===== config.mk =====
export PLATFORM = sky130hd
export DESIGN_NAME = bcd_adder
export DESIGN_NICKNAME = d
export VERILOG_FILES = /design/src/rtl/bcd_pkg.sv /design/src/rtl/bcd_digit_add.sv /design/src/rtl/bcd_adder.sv
export SDC_FILE = /design/constraint.sdc
export NUM_CORES = 1
export LEC_CHECK = 0
export BUFFER_PORTS_ARGS = -buffer_cell sky130_fd_sc_hd__buf_2
export CAP_MARGIN = 15
export CORE_AREA = 2 2 39 41
export CTS_CLUSTER_DIAMETER = 80
export DETAILED_ROUTE_END_ITERATION = 6
export DIE_AREA = 0 0 41 43
export HOLD_SLACK_MARGIN = 0.12
export PLACE_DENSITY = 0.73
export SYNTH_ARGS = -nofsm -noshare
export SYNTH_HDL_FRONTEND = slang
export SYNTH_SLANG_ARGS = --single-unit
export TNS_END_PERCENT = 50

===== constraint.sdc =====
create_clock -name clk -period 2.21 [get_ports clk]
set_clock_uncertainty 0.05 [all_clocks]
set_input_delay 0.442 -clock clk [delete_from_list [all_inputs] [get_ports clk]]
set_output_delay 0.442 -clock clk [all_outputs]
set_load 0.01 [all_outputs]

===== src/rtl/bcd_pkg.sv =====
// Shared BCD constants, digit type and a validity helper for the packed-BCD adder.
package bcd_pkg;

  localparam logic [3:0] BCD_MAX  = 4'd9;
  localparam logic [3:0] BCD_CORR = 4'd6;

  typedef logic [3:0] bcd_digit_t;

  function automatic logic is_bcd(input bcd_digit_t digit);
    return (digit <= BCD_MAX);
  endfunction

endpackage


===== src/rtl/bcd_digit_add.sv =====
// Combinational single-digit decimal adder; non-BCD inputs follow the same
// correction rule and are flagged on bad.
module bcd_digit_add
  import bcd_pkg::*;
(
  input  bcd_digit_t a,
  input  bcd_digit_t b,
  input  logic       ci,
  output bcd_digit_t s,
  output logic       co,
  output logic       bad
);

  logic [4:0] raw;
  logic [4:0] corrected;

  always_comb begin
    raw       = {1'b0, a} + {1'b0, b} + {4'b0000, ci};
    corrected = raw + {1'b0, BCD_CORR};
    s         = raw[3:0];
    co        = 1'b0;
    // Values up to 31 are possible with non-BCD digits; the low nibble of raw+6 still applies.
    if (raw > {1'b0, BCD_MAX}) begin
      s  = corrected[3:0];
      co = 1'b1;
    end
    bad = ~is_bcd(a) | ~is_bcd(b);
  end

endmodule


===== src/rtl/bcd_adder.sv =====
// Registered DIGITS-wide packed-BCD adder: digits ripple combinationally and
// the result is captured one clock after in_valid.
module bcd_adder
  import bcd_pkg::*;
#(
  parameter int DIGITS = 1
) (
  input  logic                  clk,
  input  logic                  rst_n,
  input  logic                  in_valid,
  input  logic [4*DIGITS-1:0]   a,
  input  logic [4*DIGITS-1:0]   b,
  input  logic                  cin,
  output logic [4*DIGITS-1:0]   sum,
  output logic                  cout,
  output logic                  out_valid,
  output logic                  err
);

  logic [DIGITS:0]       carry;
  logic [DIGITS-1:0]     bad;
  logic [4*DIGITS-1:0]   sum_comb;

  assign carry[0] = cin;

  for (genvar i = 0; i < DIGITS; i++) begin : g_digit
    bcd_digit_add u_digit (
      .a   (a[4*i +: 4]),
      .b   (b[4*i +: 4]),
      .ci  (carry[i]),
      .s   (sum_comb[4*i +: 4]),
      .co  (carry[i+1]),
      .bad (bad[i])
    );
  end

  logic [4*DIGITS-1:0] sum_d, sum_q;
  logic                cout_d, cout_q;
  logic                out_valid_d, out_valid_q;
  logic                err_d, err_q;

  // Result registers hold between accepted inputs; only out_valid drops.
  always_comb begin
    sum_d       = sum_q;
    cout_d      = cout_q;
    err_d       = err_q;
    out_valid_d = in_valid;
    if (in_valid) begin
      sum_d  = sum_comb;
      cout_d = carry[DIGITS];
      err_d  = |bad;
    end
  end

  always_ff @(posedge clk or negedge rst_n) begin
    if (!rst_n) begin
      sum_q       <= '0;
      cout_q      <= 1'b0;
      out_valid_q <= 1'b0;
      err_q       <= 1'b0;
    end else begin
      sum_q       <= sum_d;
      cout_q      <= cout_d;
      out_valid_q <= out_valid_d;
      err_q       <= err_d;
    end
  end

  assign sum       = sum_q;
  assign cout      = cout_q;
  assign out_valid = out_valid_q;
  assign err       = err_q;

endmodule


==> flow_summary.toml <==
[synth]
post_synthesis_cell_type_count = 28
yosysWarningCount = 0
syn-num-nets = 77
synth-main-ff-cell = "dfrtp_1"
synth_enable_flop_cells = 0
yosysSeqAreaShare_pct = 32.2
synthesis.area_um2 = 544
synth_cells = 59
avgSynthCellArea_um2 = 9.22
postSynthRegisterBits = 7
asyncSetResetFlopFracSynth_pct = 100

[pwr]
vdd_drop_max_v = 0.000282
power-per-cell-area_nw_per_um2 = 680
p_leak_nw = 0.371

[clock_network]
htree_levels = 1
root_buffer = "clkbuf_4"
cts_buffers = 3
tritoncts = "built"
worst_skew_pair.late_latency_ns = 0.25
clock_path_buffers = 2
clk_pin_slew_worst_paths_ns = 0.05
tritoncts_num_sinks = 7

[global_route]
overflow = 0
via_count_of_the_first_global_routing_pass = 497
grt_start_max_net_pins = 12
groute.usage.overall_pct = 17.5
grt_pass1_wl_mm = 2.10
grt_antenna_before_repair = 0

[floorplanning]
io-pin-count = 19
core_area_um2 = 1380
die_width_um = 41
row_count = 14
initial_core_util_pct = 39.3
chipHeight_um = 43
die-area_um2 = 1760

[status]
run_status = "finished with violations"
failed_checks = "negative setup slack"

[finish]
layout_cell_share_with_drive_strength_beyond_1_pct = 45.3
highest_count_cells_in_the_layout_ignoring_fill_and_taps = "buf_2, dfrtp_1, buf_4, a31oi_1, a21oi_1"
number_of_nets_in_the_finished_design = 105
final.fill_count = 120
number_of_diodes = 0
flow.area_growth_from_synthesis_pct = 48.5
most_frequent_standard_cell_in_the_layout_excluding_fill_and_tap_cells = "buf_2"
final_cell_count_no_fill = 102
fin_area_um2 = 808

[setup_path]
path_max_fanout = 4
crit_type = "in2reg"
ff2ff_path_depth = 3
launching_element_type_of_the_critical_path = "input port"
rr_endpoint = "sum[1]"
timing.rr.start = "sum[1]"
cp-end-kind = "flip-flop"
worst_endpoint_data_arrival_time_ns = 2.32
r2r_setup_slack_ns = 1.32
worstPathRequired_ns = 2.30

[worst_hold_path]
hp-start = "in_valid"
holdPathStages = 1
holdCritPathClass = "in2reg"
min_delay_worst_endpoint = "out_valid"

[placement]
globalplace.congestion = 0.811
dp_hpwl_mm = 1.04
numPlacedInstances = 96
placement.io_buffers = 18
dpl-instance-area_um2 = 734

[sta]
final-max-slew-violation-count = 0
timing.max_slew.rel_slack_pct = 75.8
timing.final.crit_share_pct = 101
finalHoldViolations = 0
timing.final.ws_setup_ns = -0.0264
fmaxAchievable_mhz = 447
setup_viol = 1
worst_slew_pin_slew_ns = 0.363
final_period_minus_worst_setup_slack_ns = 2.24
grt_setup_unrepaired = "yes"
tns_ns = -0.0264

[route]
drcViolationCount = 0
drt-vias-per-instance = 5.34
routed_wirelength_mm = 1.31
route.detailed.wl_per_inst_um = 12.9
drt_iter0_drcs = 8
drt-pass1-iter-count = 4
drtAntennaViolNets = 0
vias = 545

[flow_run]
timing.max_cap.violations = 0
kinds of logic after synthesis:
kind of cell,Yosys count,share of synthesized area (%)
AO/OA/AOI/OAI,21,26.4
AND/OR/NAND/NOR,17,16.8
flip-flops,7,32.2
buffers and inverters,6,4.37
adder cells (fa/ha/maj),6,16.6
XOR/XNOR,1,1.61
multiplexers,1,2.07
routing by layer:
layer	global-route usage [%]	wire length (um)	up-vias
met1	20.8	545	242
met2	27.8	648	23
met4	12.0	37	0
met3	1.57	80	4
met5	0	0	-
li1	-	-	276
through the flow:
stage | power, mW | util, % | hold slack, ns | setup slack, ns
final | 0.550 | 58.4 | 0.374 | -0.0264
after detailed placement | 0.415 | 53.1 | 0.234 | -0.364
after CTS | 0.539 | 56.7 | 0.374 | -0.0147
after global routing | 0.596 | 58.4 | 0.372 | -0.0635
after floorplan | 0.330 | - | 0.0964 | -0.207
after global placement | 0.409 | 53.1 | 0.229 | -0.323
synth_stat cells (2+ instances only):
cell	number	share of area, %
dfrtp_1	7	32
a21oi_1	4	3.7
a31oi_1	4	4.6
ha_1	4	9.2
inv_1	4	2.8
nand2_1	3	2.1
nand3_1	3	2.8
nor2_1	3	2.1
nor2b_1	3	3.4
o21ai_0	3	2.8
a21o_1	2	2.8
fa_1	2	7.4
nand4_1	2	2.3
where the power goes:
group          switching, mW  internal, mW
Sequential            0.0132         0.155
Combinational          0.133         0.132
Clock                 0.0471        0.0689
Total                  0.194         0.356
timing repair:
action / CTS / global route
setup buffers: 1 / 0
resized for setup: 1 / 3
setup endpoints to repair: 1 / 2
hold endpoints to repair: 7 / 0
pin swaps: 6 / 0
hold buffers: 1 / 0
state kept, by name, indices dropped and copies added (netlist names):
name and count:
sum 4, cout 1, err 1, out_valid 1
worst max-delay path, cell delays in order:
cell and delay (ns):
buf_6 0.10, fa_2 0.39, fa_2 0.55, inv_2 0.05, ha_4 0.17, or4b_4 0.48, nand3_2 0.08, a31oi_1 0.06
how the worst max path moves through the flow:
stage,from,to,slack (ns),cells past startpoint
5_1_grt,a[0],sum[2],-0.06,9
6_report,a[0],sum[2],-0.03,8
3_5_place_dp,cin,sum[2],-0.36,9
3_3_place_gp,cin,sum[2],-0.32,9
4_1_cts,a[0],sum[2],-0.01,9
2_1_floorplan,cin,sum[2],-0.21,8
final cells by class:
type | count | area [um^2] | area share, %
clock buffers | 4 | 26.3 | 3.25
inverters | 4 | 15.0 | 1.86
multi-input cells | 46 | 420 | 52.0
flip-flops and latches | 7 | 175 | 21.7
well taps | 16 | 20.0 | 2.48
repair buffers | 25 | 151 | 18.7
No activity file was read; power rests on OpenSTA's default activity.
